## src/rtl/mips_branch_predictor.sv

```systemverilog
// Bimodal branch predictor: per-index saturating counters, one-cycle lookup.
// Define MIPS_BP_BTB_EN to add per-entry valid/tag/target (BTB) storage.
module mips_branch_predictor #(
    parameter int ENTRIES = 64,
    parameter int CTR_W   = 2,
    parameter int PC_W    = 32
) (
    input  logic            clock,
    input  logic            reset,
    input  logic            lookup_valid,
    input  logic [PC_W-1:0] lookup_pc,
    output logic            pred_valid,
    output logic            pred_taken,
    output logic            pred_hit,
    output logic [PC_W-1:0] pred_target,
    input  logic            update_valid,
    input  logic [PC_W-1:0] update_pc,
    input  logic            update_taken,
    input  logic [PC_W-1:0] update_target,
    input  logic            update_pred_taken,
    output logic [31:0]     stat_lookups,
    output logic [31:0]     stat_mispredicts
);
    localparam int IDX_W = $clog2(ENTRIES);
    localparam int TAG_W = PC_W - IDX_W - 2;
    localparam logic [CTR_W-1:0] CTR_MAX = {CTR_W{1'b1}};
    localparam logic [CTR_W-1:0] CTR_WNT = CTR_MAX >> 1;
    localparam logic [CTR_W-1:0] CTR_WT  = CTR_WNT + CTR_W'(1);

    logic [IDX_W-1:0] lk_idx;
    logic [IDX_W-1:0] up_idx;
    logic             lk_hit;
    logic             up_hit;
    logic             lk_msb;
    logic             unused;

    logic [CTR_W-1:0] ctr [ENTRIES];
    logic [CTR_W-1:0] ctr_up;
    logic [CTR_W-1:0] ctr_inc;
    logic [CTR_W-1:0] ctr_dec;
    logic [CTR_W-1:0] ctr_nx;

    assign lk_idx  = lookup_pc[IDX_W+1:2];
    assign up_idx  = update_pc[IDX_W+1:2];
    assign lk_msb  = ctr[lk_idx][CTR_W-1];
    assign ctr_up  = ctr[up_idx];
    assign ctr_inc = (ctr_up == CTR_MAX) ? ctr_up : ctr_up + CTR_W'(1);
    assign ctr_dec = (ctr_up == '0) ? ctr_up : ctr_up - CTR_W'(1);

    // A taken branch that misses the target buffer restarts at weakly-taken.
    always_comb begin
        ctr_nx = update_taken ? ctr_inc : ctr_dec;
        if (update_taken && !up_hit) begin
            ctr_nx = CTR_WT;
        end
    end

    always_ff @(posedge clock or posedge reset) begin
        if (reset) begin
            for (int i = 0; i < ENTRIES; i++) begin
                ctr[i] <= CTR_WNT;
            end
        end else if (update_valid) begin
            ctr[up_idx] <= ctr_nx;
        end
    end

    always_ff @(posedge clock or posedge reset) begin
        if (reset) begin
            pred_valid <= 1'b0;
            pred_taken <= 1'b0;
        end else begin
            pred_valid <= lookup_valid;
            pred_taken <= lookup_valid && lk_hit && lk_msb;
        end
    end

`ifdef MIPS_BP_BTB_EN
    logic [TAG_W-1:0] lk_tag;
    logic [TAG_W-1:0] up_tag;
    logic             vld [ENTRIES];
    logic [TAG_W-1:0] tag [ENTRIES];
    logic [PC_W-1:0]  tgt [ENTRIES];
    logic             hit_q;
    logic [PC_W-1:0]  tgt_q;

    assign lk_tag = lookup_pc[PC_W-1:IDX_W+2];
    assign up_tag = update_pc[PC_W-1:IDX_W+2];
    assign lk_hit = vld[lk_idx] && (tag[lk_idx] == lk_tag);
    assign up_hit = vld[up_idx] && (tag[up_idx] == up_tag);

    always_ff @(posedge clock or posedge reset) begin
        if (reset) begin
            for (int i = 0; i < ENTRIES; i++) begin
                vld[i] <= 1'b0;
            end
        end else if (update_valid && update_taken) begin
            vld[up_idx] <= 1'b1;
        end
    end

    // Tag and target are only ever read qualified by vld, so no reset.
    always_ff @(posedge clock) begin
        if (update_valid && update_taken) begin
            tag[up_idx] <= up_tag;
            tgt[up_idx] <= update_target;
        end
    end

    always_ff @(posedge clock or posedge reset) begin
        if (reset) begin
            hit_q <= 1'b0;
            tgt_q <= '0;
        end else begin
            hit_q <= lookup_valid && lk_hit;
            tgt_q <= (lookup_valid && lk_hit) ? tgt[lk_idx] : '0;
        end
    end

    assign pred_hit    = hit_q;
    assign pred_target = tgt_q;
    assign unused      = ^{lookup_pc[1:0], update_pc[1:0]};
`else
    assign lk_hit      = 1'b1;
    assign up_hit      = 1'b1;
    assign pred_hit    = 1'b0;
    assign pred_target = '0;
    assign unused      = ^{lookup_pc[1:0], update_pc[1:0],
                           lookup_pc[PC_W-1:IDX_W+2],
                           update_pc[PC_W-1:IDX_W+2],
                           update_target};
`endif

    always_ff @(posedge clock or posedge reset) begin
        if (reset) begin
            stat_lookups     <= '0;
            stat_mispredicts <= '0;
        end else begin
            if (lookup_valid && (stat_lookups != 32'hFFFF_FFFF)) begin
                stat_lookups <= stat_lookups + 32'd1;
            end
            if (update_valid && (update_taken != update_pred_taken) &&
                (stat_mispredicts != 32'hFFFF_FFFF)) begin
                stat_mispredicts <= stat_mispredicts + 32'd1;
            end
        end
    end

endmodule

```

## config.mk

```make
export PLATFORM = sky130hd
export DESIGN_NAME = mips_branch_predictor
export DESIGN_NICKNAME = d
export VERILOG_FILES = /design/src/rtl/mips_branch_predictor.sv
export SDC_FILE = /design/constraint.sdc
export NUM_CORES = 1
export LEC_CHECK = 0
export ABC_CLOCK_PERIOD_IN_PS = 7100
export CORE_UTILIZATION = 30
export CTS_BUF_LIST = sky130_fd_sc_hd__clkbuf_4 sky130_fd_sc_hd__clkbuf_8
export DETAILED_ROUTE_END_ITERATION = 16
export PLACE_DENSITY = 0.63
export SLEW_MARGIN = 40
export SYNTH_ARGS = -nofsm -noshare
export SYNTH_HDL_FRONTEND = slang
export SYNTH_SLANG_ARGS = --single-unit
```

## constraint.sdc

```tcl
create_clock -name clock -period 7.1 [get_ports clock]
set_input_delay 1.42 -clock clock [delete_from_list [all_inputs] [get_ports clock]]
set_output_delay 1.42 -clock clock [all_outputs]
set_load 0.1 [all_outputs]
```

# After elaboration in Yosys (flattened, before gate mapping)
# Cells that the tools add are included.
[totals] regBits=194 latch_bits=0 mem_bits_rw=0 mem_bits_ro=0 inputBits=102 wordCells=99 mem_count=0
[classes] add_sub_neg=4 multipliers=0 div=0 magnitude_cmp=3 eq_ne=4 n_shift=0 n_mux=12 bitwise_logic=2 reduce_logical=6
[ops] cell="$bwmux 128" count=1
[ops] cell="$add 32x1->32 const B" count=2
[ops] cell="$ne 32x32->1 const B" count=2
[ops] cell="$bmux 2 s6" count=2
[ops] cell="$mux 2" count=8
[ops] cell="$ge 7x7->1 const B" count=2
[ops] cell="$not 6->7" count=2
[ops] cell="$demux 2 s6" count=1
[ops] cell="$lt 7x1->1 const B" count=1
[ops] cell="$logic_and 1x1->1" count=5
[ops] cell="$add 2x1->2 const B" count=1
[ops] cell="$eq 2x2->1 const B" count=1
[ops] cell="$logic_not 2->1" count=1
[ops] cell="$sub 2x1->2 const B" count=1
[ops] cell="$ne 1x1->1" count=1

# Depth between registers and ports, before layout
[logic_depth] ltp_word=8 depth_mapped=11 mapped_depth_nobuf=7

# Worst setup path before layout
# No wires, ideal clock.
[synth_path] kind="input to register" start="input lookup_pc[2]" end="register pred_taken" arrival_ns=3.525 required_time_ns=6.981 setup_slack_ns=3.456 cell_stages=6 cell_sequence="buf_2 buf_2 mux4_2 mux4_2 mux4_2 and2_1"
[synth_between] elab_chain_cells=5
[synth_lines] element="from (decl)" line_no="11" rtl="input logic [PC_W-1:0] lookup_pc,"
[synth_lines] element="$not 6->7 (implied by the code)" line_no="45" rtl="assign lk_msb = ctr[lk_idx][CTR_W-1];"
[synth_lines] element="$bmux 2 s6" line_no="45"
[synth_lines] element="$mux 2 (implied by the code) (2 in a row)" line_no="45"
[synth_lines] element="$logic_and 1x1->1" line_no="74" rtl="pred_taken <= lookup_valid && lk_hit && lk_msb;"
[synth_lines] element="to (signal assigned)" line_no="74"
[synth_lines] element="to (decl)" line_no="13" rtl="output logic pred_taken,"
# Every way passes these cells. The select of a mux whose other input is x is not followed.
# A chain may end at the register's enable or synchronous reset.

# Worst setup path after layout
[layout_path] start="input update_pc[2]" end="register ctr[86] (netlist bit)"
[layout_between] elab_chain_cells=8
[layout_lines] element="from (decl)" line_no="17" rtl="input logic [PC_W-1:0] update_pc,"
[layout_lines] element="$not 6->7 (implied by the code) *" line_no="46, 64"
[layout_lines] element="$bmux 2 s6" line_no="46" rtl="assign ctr_up = ctr[up_idx];"
[layout_lines] element="$mux 2 (implied by the code) (2 in a row)" line_no="46"
[layout_lines] element="$sub 2x1->2, or another cell as far along" line_no="48" rtl="assign ctr_dec = (ctr_up == '0) ? ctr_up : ctr_up - CTR_W'(1);"
[layout_lines] element="$mux 2 (on tied branches)" line_no="48, 47"
[layout_lines] element="$mux 2" line_no="52" rtl="ctr_nx = update_taken ? ctr_inc : ctr_dec;"
[layout_lines] element="$bwmux 128 *" line_no="64" rtl="ctr[up_idx] <= ctr_nx;"
[layout_lines] element="to (signal, indexed assignment)" line_no="64"
[layout_lines] element="to (decl)" line_no="37" rtl="logic [CTR_W-1:0] ctr [ENTRIES];"
# Every way passes the cells marked *; elsewhere a longest branch is shown, timed or not. The select of a mux whose other input is x is not followed.

==> flow_metrics.env <==
export IMPL_critPathArrivalTime_ps=5290
export IMPL_cts_root_buf="clkbuf_8"
export IMPL_die_w_um=187
export IMPL_layout_drive_gt1_share_pct=31.5
export IMPL_dr_pass1_iters=5
export IMPL_endpoint_kind="flop"
export IMPL_core_area_um2=33700
export IMPL_synth_most_common_cell="dfrtp_1"
export IMPL_grt_pass1_vias=7326
export IMPL_setup_slack_ps=2210
export IMPL_synth_seq_cells=194
export IMPL_grt_max_degree=92
export IMPL_fin_nets=1092
export IMPL_vias=7343
export IMPL_path_max_fanout=38
export IMPL_drtIter0Drc=511
export IMPL_report_final_hold_viol_count=0
export IMPL_fmax_mhz=204
export IMPL_postCtsHoldBufs=0
export IMPL_min_period_over_period_pct=68.9
export IMPL_tns_ps=0
export IMPL_syn_area_um2=10300
export IMPL_dpl_hpwl_um=17300
export IMPL_die_y_um=187
export IMPL_vdd_ir_drop_max_uv=191
export IMPL_cts_made_buffers=17
export IMPL_cts_clk_slew_worst_paths_ps=110
export IMPL_wl_um=26000
export IMPL_top_layer="met4"
export IMPL_hp_start="ctr[26]"
export IMPL_cts_sinks=194
export IMPL_ys_seq_area_share_pct=47.9
export IMPL_wl_per_cell_um=17.9
export IMPL_yosys_area_top_type="dfrtp_1"
export IMPL_ys_flop_type="dfrtp_1"
export IMPL_leakage_nw=4.88
export IMPL_grt_antenna_before_repair=0
export IMPL_synth_cells=928
export IMPL_drtAntennaViolNets=0
export IMPL_stdcell_area_um2=11500
export IMPL_viasPerCell=5.07
export IMPL_maxCapViolations=0
export IMPL_maxSlewHeadroom_pct=38.5
export IMPL_required_ps=7490
export IMPL_clock_latency_ps=490
export IMPL_finalSetupViolCount=0
export IMPL_fillers=3445
export IMPL_grt_usage_pct=15.2
export IMPL_setup_worst_path_class="input port to flop"
export IMPL_post_place_ws_ps=1700
export IMPL_status="finished, final reports clean"
export IMPL_post_cts_buffers=0
export IMPL_seqCellArea_um2=4930
export IMPL_cts_tree="built"
export IMPL_hold_path_class="flop to flop"
export IMPL_async_flop_share_pct=100
export IMPL_rsz0062_at_grt="false"
export IMPL_finalClockSkew_ps=19.8
export IMPL_wl_met1_um=11400
export IMPL_route_met2_wl_um=12100
export IMPL_postCtsResizedCells=0
export IMPL_avgSynthCellArea_um2=11.1
export IMPL_slew_violations=0
export IMPL_r2r_start="ctr[5]"
export IMPL_synth_area_top_cells="dfrtp_1, dfstp_2, mux2_2, mux4_2, nand2_1"
export IMPL_setup_worst_path_start="update_pc[2]"
export IMPL_areaGrowthSynthToFinish_pct=11.1
export IMPL_grt_pass1_wl_um=41700
export IMPL_gp_congestion=0.841
export IMPL_power_density_nw_per_um2=248
export IMPL_ctsHtreeMaxLevel=4
export IMPL_dpl_instance_area_um2=11100
export IMPL_synth_top_cell_area_share_pct=31.5
export IMPL_worst_pin_slew_ps=918
export IMPL_port_buffers=83
export IMPL_initial_core_util_pct=30.6
export IMPL_grt_overflow=0
export IMPL_synth_edf_count=0
export IMPL_cts_max_path_buffers=2
export IMPL_total_power_mw=2.84
export IMPL_multiInputGateArea_um2=4920
export IMPL_met3_length_um=1470
export IMPL_fin_crit_ps=4890
export IMPL_synthTopCellsByCount="dfrtp_1, nand2_1, mux2_2"
export IMPL_io_pins=201
export IMPL_drcViolationCount=0
export IMPL_die_area_um2=35100
export IMPL_rows=67
export IMPL_ys_warn_count=0
export IMPL_ys_types=56
export IMPL_diodes=0
export IMPL_critPathLaunchType="input port"
==> worst max-delay path, stage by stage <==
cell             delay (ps)
clkdlybuf4s50_1         960
buf_4                   330
mux4_2                  530
nor2_1                  100
o22ai_1                 110
nor4_1                  310
and4_1                  240
maj3_2                  750
buf_4                   380
o21ai_0                 140
==> final cells by class <==
cell class                 count  share of cell area [%]
clock inverter                15                    1.34
multi-input combinational    666                    42.9
timing repair buffer          95                    5.20
tap                          448                    4.89
sequential                   194                    43.1
inverter                      14                   0.524
clock buffer                  17                    2.04
==> final timing paths <==
kind                            depth (start not counted)              endpoint  slack (ps)
worst max-delay path                                   10               ctr[86]        2210
worst min-delay path                                    2               ctr[26]         470
min in group asynchronous                               2  stat_mispredicts[30]        1450
max in group asynchronous                               3               ctr[39]        4490
worst max register to register                          8               ctr[86]        4050
worst min register to register                          2               ctr[26]         470
==> cells in the final DEF (no fill, tap or decap), types with 22 or more instances in the layout <==
master	instances
dfrtp_1	130
nand2_1	123
mux2_2	79
buf_2	69
dfstp_2	64
o21ai_0	59
nor2_1	56
xnor2_1	41
mux4_2	34
conb_1	33
nand3_1	29
nand4_1	22
==> flip-flops by register name, summed over array words and instances, names as in the netlist <==
register and count:
ctr 128, stat_lookups 32, stat_mispredicts 32, pred_taken 1, pred_valid 1
==> where the power goes <==
group	internal (mW)	leakage (nW)	switching (mW)
logic	0.183	2.27	0.574
clock network	0.287	0.193	0.437
registers	1.26	2.42	0.0986
total	1.73	4.88	1.11
==> through the flow <==
stage | hold WS (ps) | utilization (%) | instances
finish | 470 | 34.0 | 1449
floorplan | 441 | - | 960
detailed placement | 454 | 32.8 | 1417
global placement | 451 | 33.7 | 1416
CTS | 470 | 34.0 | 1449
global route | 481 | 34.0 | 1449
==> per-layer routing <==
layer / up-vias / global-route usage [%]
met5: - / 0
met3: 65 / 2.89
met2: 234 / 23.7
met4: 0 / 6.88
met1: 3672 / 20.3
li1: 3372 / -
==> logic make-up (layout without fill, tap and decap cells) <==
logic type | after synthesis | count (layout) | share of synthesized area (%)
AO/OA/AOI/OAI | 131 | 131 | 8.47
XOR/XNOR | 62 | 62 | 5.27
adder cells (fa/ha/maj) | 4 | 4 | 0.461
buffers and inverters | 100 | 141 | 5.87
flip-flops | 194 | 194 | 47.9
multiplexers | 134 | 134 | 18.1
other | 1 | 33 | 0.0364
AND/OR/NAND/NOR | 302 | 302 | 13.9
No activity file was read; power rests on OpenSTA's default activity.
